===== src/rtl/encoder_period_meter.sv =====
// encoder_period_meter
// ---------------------------------------------------------------------------
// Measures the quadrature-encoder phase-A period in iClk100M cycles and issues
// one division request per period to the downstream Divider, which computes
// speed = SPEED_K / period. The operands are held stable while a request is
// outstanding. The next request is issued only after the Divider reports
// completion.
//
// Optional feature (compile-time macro):
//   ENC_GLITCH_FILTER_EN - adds a FILT_LEN-sample agreement filter on both
//                          synchronised phases. Pulses shorter than FILT_LEN
//                          cycles are dropped, and edge latency grows by
//                          FILT_LEN cycles.
//
// Parameters:
//   SPEED_K      dividend presented on oA with every request
//   TIMEOUT_CYC  period count at which the wheel is declared stalled
//   FILT_LEN     filter length; exists only when ENC_GLITCH_FILTER_EN is defined
//
// Ports:
//   iClk100M  in   1   system clock, 100 MHz
//   iRstN     in   1   asynchronous active-low reset
//   iEncA     in   1   encoder phase A (asynchronous)
//   iEncB     in   1   encoder phase B (asynchronous)
//   iDivDone  in   1   Divider completion pulse
//   oA        out  32  dividend to Divider
//   oB        out  32  divisor to Divider (measured period, always >= 1)
//   oEn       out  1   one-cycle start pulse to Divider
//   oDir      out  1   phase B level at phase-A rise (1 = forward)
//   oStall    out  1   high while no phase-A rise for >= TIMEOUT_CYC cycles
// ---------------------------------------------------------------------------
module encoder_period_meter #(
  parameter logic [31:0] SPEED_K     = 32'd100_000_000,
  parameter logic [31:0] TIMEOUT_CYC = 32'd10_000_000
`ifdef ENC_GLITCH_FILTER_EN
  ,
  parameter int          FILT_LEN    = 4
`endif
) (
  input  logic        iClk100M,
  input  logic        iRstN,
  input  logic        iEncA,
  input  logic        iEncB,
  input  logic        iDivDone,
  output logic [31:0] oA,
  output logic [31:0] oB,
  output logic        oEn,
  output logic        oDir,
  output logic        oStall
);

  typedef enum logic {S_IDLE, S_WAIT} state_t;

  logic        r_a_s1, r_a_s2, r_b_s1, r_b_s2;
  logic        w_a_lvl, w_b_lvl;
  logic        r_a_d;
  logic        w_rise, w_cap, w_done;
  logic [31:0] r_cnt, w_cnt_nxt, w_period;
  logic        r_armed;
  logic        r_pend;
  logic [31:0] r_pend_b;
  state_t      r_state;

  // ---- stage: 2-FF synchronisers on both phases ----
  always_ff @(posedge iClk100M or negedge iRstN) begin
    if (!iRstN) begin
      r_a_s1 <= 1'b0;
      r_a_s2 <= 1'b0;
      r_b_s1 <= 1'b0;
      r_b_s2 <= 1'b0;
    end else begin
      r_a_s1 <= iEncA;
      r_a_s2 <= r_a_s1;
      r_b_s1 <= iEncB;
      r_b_s2 <= r_b_s1;
    end
  end

`ifdef ENC_GLITCH_FILTER_EN
  // ---- stage: agreement filter ----
  // The window includes the current synchroniser output, so a level must hold
  // for FILT_LEN samples before the filtered phase follows it.
  logic [FILT_LEN-2:0] r_a_hist, r_b_hist;
  logic [FILT_LEN-1:0] w_a_win, w_b_win;
  logic                r_a_flt, r_b_flt;

  assign w_a_win = {r_a_hist, r_a_s2};
  assign w_b_win = {r_b_hist, r_b_s2};

  always_ff @(posedge iClk100M or negedge iRstN) begin
    if (!iRstN) begin
      r_a_hist <= '0;
      r_b_hist <= '0;
      r_a_flt  <= 1'b0;
      r_b_flt  <= 1'b0;
    end else begin
      r_a_hist <= w_a_win[FILT_LEN-2:0];
      r_b_hist <= w_b_win[FILT_LEN-2:0];
      if (&w_a_win)       r_a_flt <= 1'b1;
      else if (~|w_a_win) r_a_flt <= 1'b0;
      if (&w_b_win)       r_b_flt <= 1'b1;
      else if (~|w_b_win) r_b_flt <= 1'b0;
    end
  end

  assign w_a_lvl = r_a_flt;
  assign w_b_lvl = r_b_flt;
`else
  assign w_a_lvl = r_a_s2;
  assign w_b_lvl = r_b_s2;
`endif

  // ---- stage: edge detect and period counter ----
  always_ff @(posedge iClk100M or negedge iRstN) begin
    if (!iRstN) r_a_d <= 1'b0;
    else        r_a_d <= w_a_lvl;
  end

  assign w_rise   = w_a_lvl & ~r_a_d;
  assign w_cap    = w_rise & r_armed;
  // The counter restarts at 0 on each edge, so edges N cycles apart leave N-1
  // in the counter at the second edge.
  assign w_period = r_cnt + 32'd1;
  assign w_cnt_nxt = w_rise                    ? 32'd0 :
                     (r_cnt >= TIMEOUT_CYC)    ? TIMEOUT_CYC :
                                                 r_cnt + 32'd1;
  // A completion pulse in the same cycle as a start pulse cannot belong to
  // that request. Ignoring it keeps oEn from firing on consecutive cycles.
  assign w_done   = iDivDone & ~oEn;

  // ---- stage: request FSM and registered outputs ----
  always_ff @(posedge iClk100M or negedge iRstN) begin
    if (!iRstN) begin
      r_cnt    <= 32'd0;
      r_armed  <= 1'b0;
      r_pend   <= 1'b0;
      r_pend_b <= 32'd0;
      r_state  <= S_IDLE;
      oA       <= 32'd0;
      oB       <= 32'd0;
      oEn      <= 1'b0;
      oDir     <= 1'b0;
      oStall   <= 1'b1;
    end else begin
      r_cnt <= w_cnt_nxt;
      oEn   <= 1'b0;

      // The first edge after reset or a stall only restarts timing. It has no
      // valid start point, so it produces no period.
      if (w_rise) begin
        oDir <= w_b_lvl;
        if (!r_armed) r_armed <= 1'b1;
        else          oStall  <= 1'b0;
      end else if (w_cnt_nxt == TIMEOUT_CYC) begin
        oStall  <= 1'b1;
        r_armed <= 1'b0;
      end

      case (r_state)
        S_IDLE: begin
          if (w_cap) begin
            oA      <= SPEED_K;
            oB      <= w_period;
            oEn     <= 1'b1;
            r_state <= S_WAIT;
          end
        end
        S_WAIT: begin
          if (w_done) begin
            // A period captured in the completion cycle is newer than any
            // pending one, so it wins.
            if (w_cap) begin
              oB     <= w_period;
              oEn    <= 1'b1;
              r_pend <= 1'b0;
            end else if (r_pend) begin
              oB     <= r_pend_b;
              oEn    <= 1'b1;
              r_pend <= 1'b0;
            end else begin
              r_state <= S_IDLE;
            end
          end else if (w_cap) begin
            r_pend_b <= w_period;
            r_pend   <= 1'b1;
          end
        end
        default: r_state <= S_IDLE;
      endcase
    end
  end

endmodule


===== config.mk =====
export PLATFORM = sky130hd
export DESIGN_NAME = encoder_period_meter
export DESIGN_NICKNAME = d
export VERILOG_FILES = /design/src/rtl/encoder_period_meter.sv
export SDC_FILE = /design/constraint.sdc
export NUM_CORES = 1
export LEC_CHECK = 0
export ABC_CLOCK_PERIOD_IN_PS = 2930
export BUFFER_PORTS_ARGS = -buffer_cell sky130_fd_sc_hd__buf_2
export CAP_MARGIN = 10
export CORE_AREA = 2 2 118 120
export CTS_CLUSTER_SIZE = 28
export DETAILED_ROUTE_END_ITERATION = 7
export DIE_AREA = 0 0 120 122
export PLACE_DENSITY = 0.6
export SLEW_MARGIN = 20
export SYNTH_ARGS = -nofsm -noshare
export SYNTH_HDL_FRONTEND = slang
export SYNTH_SLANG_ARGS = --single-unit
export TNS_END_PERCENT = 50

===== constraint.sdc =====
create_clock -name iClk100M -period 2.93 [get_ports iClk100M]
set_input_delay 0.586 -clock iClk100M [delete_from_list [all_inputs] [get_ports iClk100M]]
set_output_delay 0.586 -clock iClk100M [all_outputs]
set_load 0.02 [all_outputs]

==> results.py, run 1 <==
metrics = {
    "sta": {
        "hold_violations": 0,
        "clock_skew_ns": 0.0151,
        "rsz0062_at_grt": "no",
        "timing.final.crit_share_pct": 92.6,
        "slew_headroom_pct": 49.6,
        "worstMarginPinSlew_ns": 0.756,
        "setup_viol": 0,
        "fin_crit_ns": 2.71,
        "final.setup.tns_ns": 0,
        "timing.final.max_slew_violations": 0,
        "holdWs_ns": 0.234,
        "fmax_mhz": 368,
    },
    "logic_synthesis": {
        "seq_area_frac_synth_pct": 52.4,
        "syn_avg_cell_area_um2": 9.66,
        "synthDistinctLibCells": 57,
        "yosysTopAreaCellShare_pct": 51.9,
        "async_flop_share_pct": 100,
        "ys.flop_type": "dfrtp_1",
        "synthTopCellsByCount": "dfrtp_1, nand2_1, o21ai_0, buf_4, nor2_1",
        "yosysMostFrequentCell": "dfrtp_1",
        "synth_edf_count": 0,
        "syn_area_um2": 5160,
        "yosys.area.top_type": "dfrtp_1",
        "yosys_warnings": 0,
        "synth-seq-cells": 108,
        "synth_area_leaders": "dfrtp_1, o21ai_0, nand2_1",
        "netlist_instances": 534,
    },
    "grt": {
        "grt_pass1_vias": 3602,
        "grt_use_total_pct": 15.7,
        "grt_max_degree": 57,
        "antenna_found_initial": 0,
        "grt_pass1_wl_um": 18100,
        "overflow": 0,
    },
    "power": {
        "leakagePower_nw": 2.77,
        "swShare_pct": 29.2,
        "power_frac_seq_pct": 44.8,
        "internal_power_w": 0.00294,
        "power_density_nw_per_um2": 708,
        "p_clk_share_pct": 36.2,
        "p_switching_w": 0.00121,
        "peakVddDrop_mv": 0.339,
        "power_frac_comb_pct": 18.9,
        "power_w": 0.00415,
    },
    "floorplan": {
        "dieArea_um2": 14600,
        "io_pins": 72,
        "die_h_um": 122,
        "core_um2": 13500,
        "initial_core_util_pct": 38.2,
        "rows": 43,
        "die_x_um": 120,
    },
    "cts": {
        "cts_setup_buffers": 0,
        "cts_tree": "done",
        "numCtsBuffers": 9,
        "clock_sinks": 108,
        "cts.path.max_buffers": 2,
        "cts_resized": 0,
        "clkTransAtPathRegs_ns": 0.08,
        "root_buffer": "clkbuf_16",
        "insertion_delay_ns": 0.36,
        "hold_buffers": 0,
        "cts_htree_levels": 3,
    },
    "worst_setup_path": {
        "crit_path_start_kind": "flip-flop",
        "worst-path-max-fanout": 9,
        "crit_path_end_kind": "flip-flop",
        "worstSetupPathType": "flip-flop to flip-flop",
        "worstPathRequired_ns": 3.16,
        "worst_ep_arrival_time_ns": 2.95,
    },
    "route": {
        "drt-vias-per-instance": 4.99,
        "wirelength_um": 10900,
        "first_pass_iters": 5,
        "wl_per_cell_um": 14.3,
        "drt_iter0_drc": 158,
        "drc_errors": 0,
        "vias": 3785,
        "ant_nets": 0,
    },
    "layout": {
        "antenna_cells": 0,
        "finalNonFillerCells": 759,
        "drive_above_1_share_pct": 16.2,
        "final_nets": 581,
        "syn2layout_area_growth_pct": 13.5,
        "design_area_um2": 5860,
    },
    "placed_design": {
        "portBuffers": 51,
        "placed_cell_area_um2": 5480,
        "placed_cells_incl_taps": 743,
        "place.gp.congestion": 0.885,
        "hpwlAfterDp_um": 7730,
    },
    "worst_hold_path": {
        "min_path_type": "primary input to async pin",
    },
    "status": {
        "status": "completed",
    },
    "job": {
        "cap_viol_max_count": 0,
    },
}
[critical path: stages, from the launching register on]
cell and delay [ns]:
dfrtp_1 0.48, ha_1 0.34, nand4_4 0.17, nor4_1 0.36, xnor2_1 0.25, a21boi_0 0.31
o211ai_1 0.14, nor4_1 0.46, nor2_1 0.09
[power by group through the flow]
stage / clock network, W / logic (W) / registers, W
after global placement: 0 / 0.000793 / 0.00188
final: 0.00150 / 0.000786 / 0.00186
after CTS: 0.00154 / 0.000804 / 0.00186
after floorplan: 0 / 0.000359 / 0.00207
after detailed placement: 0 / 0.000804 / 0.00189
after global routing: 0.00159 / 0.000879 / 0.00189
[state kept, by name (all words and copies together), names as in the netlist]
register  count
oB           32
r_cnt        32
r_pend_b     32
oA            1
oDir          1
oEn           1
oStall        1
r_a_d         1
r_a_s1        1
r_a_s2        1
r_armed       1
r_b_s1        1
r_b_s2        1
r_pend        1
r_state       1
[cell usage in the layout (no fill, tap or decap), types with 7 or more instances in the layout]
cell type / Yosys / routed
o21ai_0: 76 / 76
dfrtp_1: 107 / 107
nand4_1: 11 / 11
mux2_2: 7 / 7
conb_1: 1 / 28
xor2_1: 13 / 13
a21oi_1: 10 / 10
inv_1: 11 / 11
nor2_1: 28 / 28
xnor2_1: 16 / 16
buf_4: 34 / 11
mux2i_1: 8 / 8
nand2_1: 96 / 96
nor4_1: 10 / 10
buf_2: 2 / 50
clkbuf_16: 0 / 9
nand3_1: 9 / 9
[routing by layer]
layer	wire [um]	vias up	part of all wire (%)	GRT usage, %
li1	-	1855	-	-
met1	4750	1824	44	19.1
met2	5420	88	50	26.6
met3	467	18	4.3	3.93
met4	231	0	2.1	6.18
met5	0	-	0	0
[worst paths after layout]
check	from	end	slack [ns]	cells past startpoint
max in group asynchronous	iRstN	oStall	1.93	2
worst max-delay path	r_cnt[0]	r_armed	0.22	8
worst min register to register	r_b_s1	r_b_s2	0.35	0
worst min-delay path	iRstN	oB[14]	0.23	1
worst max register to register	r_cnt[0]	r_armed	0.22	8
min in group iClk100M	iEncA	r_a_s1	0.34	1
[through the flow]
stage                     setup WS (ns)  utilization [%]
after floorplan                   0.474                -
after global placement            0.351             40.6
after detailed placement          0.220             40.6
after CTS                         0.230             43.4
after global routing            0.00921             43.4
final                             0.216             43.4
[kinds of logic (layout without fill, tap and decap cells)]
family	after synthesis	in the layout	share of synthesized area (%)
adders and majority gates	2	2	0.485
DFF	108	108	52.4
buffers and inverters	71	89	7.71
AOI/OAI and AO/OA	115	115	12.7
muxes	16	16	3.30
xor gates and xnor gates	29	29	4.92
and+or+nand+nor	192	192	18.3
other	1	28	0.0727
[area by class of cell]
type	instances	area [um^2]
clock inverters	5	131
fillers	1318	7650
repair buffers	62	353
flip-flops and latches	108	2700
multi-input cells	382	2160
clock buffers	11	243
well taps	180	225
inverters	11	41.3
No activity file was read; power rests on OpenSTA's default activity.
==> inputs of run 2 (changes only) <==
--- a/config.mk
+++ b/config.mk
@@ -8,11 +8,11 @@
 export ABC_CLOCK_PERIOD_IN_PS = 2930
 export BUFFER_PORTS_ARGS = -buffer_cell sky130_fd_sc_hd__buf_2
 export CAP_MARGIN = 10
-export CORE_AREA = 2 2 118 120
+export CORE_AREA = 2 2 99 101
 export CTS_CLUSTER_SIZE = 28
 export DETAILED_ROUTE_END_ITERATION = 7
-export DIE_AREA = 0 0 120 122
-export PLACE_DENSITY = 0.6
+export DIE_AREA = 0 0 101 103
+export PLACE_DENSITY = 0.8
 export SLEW_MARGIN = 20
 export SYNTH_ARGS = -nofsm -noshare
 export SYNTH_HDL_FRONTEND = slang
==> results.py, run 2 (synthesized netlist as in run 1, its figures left out) <==
metrics = {
    "status": {
        "status": "completed",
    },
    "layout": {
        "final_common_cell": "dfrtp_1",
        "final_nets": 582,
        "fin_util_pct": 59.0,
        "fillerInstances": 850,
        "final_cell_mix": "dfrtp_1, nand2_1, o21ai_0, buf_2",
        "design_area_um2": 5580,
        "drive_above_1_share_pct": 15.9,
        "antenna_cells": 0,
        "largest_registers": "oB (32), r_cnt (32), r_pend_b (32)",
        "syn2layout_area_growth_pct": 8.13,
    },
    "route": {
        "drt-vias-per-instance": 5.51,
        "drc_errors": 0,
        "first_pass_iters": 4,
        "wl_per_cell_um": 15.8,
        "vias": 3810,
        "wirelength_um": 10900,
        "drt_iter0_drc": 162,
        "ant_nets": 0,
    },
    "job": {
        "cap_viol_max_count": 0,
    },
    "cts": {
        "hold_buffers": 0,
        "root_buffer": "clkbuf_8",
        "clock_sinks": 108,
        "cts_tree": "done",
        "clkTransAtPathRegs_ns": 0.10,
        "cts_resized": 0,
        "cts.path.max_buffers": 2,
        "cts_htree_levels": 3,
        "insertion_delay_ns": 0.37,
        "numCtsBuffers": 9,
        "cts_setup_buffers": 0,
    },
    "sta": {
        "clock_skew_ns": 0.0146,
        "final.setup.tns_ns": 0,
        "hold_violations": 0,
        "rsz0062_at_grt": "no",
        "timing.final.max_slew_violations": 0,
        "fin_crit_ns": 2.70,
        "timing.final.crit_share_pct": 92.2,
        "fmax_mhz": 370,
        "setup_viol": 0,
    },
    "worst_setup_path": {
        "endpoint": "oB[30]",
        "worstPathRequired_ns": 3.22,
        "worst-path-max-fanout": 9,
        "worst_ep_arrival_time_ns": 3.00,
        "crit_path_end_kind": "flip-flop",
        "ff2ff_setup_slack_ns": 0.23,
        "r2r_cells": 8,
        "worstSetupPathType": "flip-flop to flip-flop",
        "r2r_end": "oB[30]",
        "crit_path_start_kind": "flip-flop",
        "timing.rr.start": "r_cnt[0]",
        "crit_start": "r_cnt[0]",
    },
    "floorplan": {
        "rows": 36,
        "die_h_um": 103,
        "die_x_um": 101,
        "initial_core_util_pct": 54.5,
        "io_pins": 72,
        "dieArea_um2": 10400,
        "core_um2": 9460,
    },
    "placed_design": {
        "portBuffers": 51,
        "hpwlAfterDp_um": 7820,
        "place.gp.congestion": 0.920,
        "placed_cell_area_um2": 5420,
    },
    "grt": {
        "grt_pass1_wl_um": 17900,
        "grt_use_total_pct": 22.4,
        "grt_max_degree": 50,
        "grt_pass1_vias": 3664,
        "antenna_found_initial": 0,
        "overflow": 0,
    },
    "power": {
        "leakagePower_nw": 2.68,
        "power_density_nw_per_um2": 618,
        "peakVddDrop_mv": 0.412,
    },
    "worst_hold_path": {
        "min_path_type": "primary input to async pin",
    },
}
==> run 2: how the worst min path moves through the flow <==
stage,to,cells past startpoint
floorplan,oA[8],0
global placement,r_b_s2,0
detailed placement,r_a_s2,0
CTS,r_pend_b[5],1
global route,r_cnt[22],1
finish,r_pend_b[0],1
==> run 2: metal layers <==
layer	part of all wire [%]	up-vias	track usage (%)
li1	-	1850	-
met1	44	1832	28.0
met2	49	101	38.4
met3	4.1	27	4.07
met4	2.8	0	10.2
met5	0	-	0
==> run 2: where the power goes <==
part | internal, W | total, W | switching, W
registers | 0.00172 | 0.00185 | 0.000131
clock network | 0.000323 | 0.000794 | 0.000471
logic | 0.000266 | 0.000797 | 0.000531
total | 0.00231 | 0.00345 | 0.00113
==> run 2: critical path, stage by stage, from the launching register on <==
cell     delay, ns
dfrtp_1       0.48
ha_1          0.33
nand4_4       0.17
or4_4         0.56
or3_4         0.44
nor3_2        0.19
xor2_1        0.21
mux2i_1       0.12
o21ai_2       0.13
==> run 2: area by class of cell <==
class,instances,area (um^2),share of cell area (%)
clock inverter,2,12.5,0.224
sequential,108,2700,48.5
inverter,11,41.3,0.740
clock buffer,12,145,2.60
tap,114,143,2.56
multi-input combinational,382,2160,38.7
timing repair buffer,63,373,6.69
==> run 2: per-stage QoR <==
stage	power, W	worst slack [ns]	cells	hold slack [ns]
final	0.00345	0.228	692	0.140
after global routing	0.00365	0.0389	692	0.150
after CTS	0.00348	0.233	692	0.130
after detailed placement	0.00270	0.265	678	0.340
after global placement	0.00266	0.341	678	0.333
after floorplan	0.00243	0.474	561	0.290
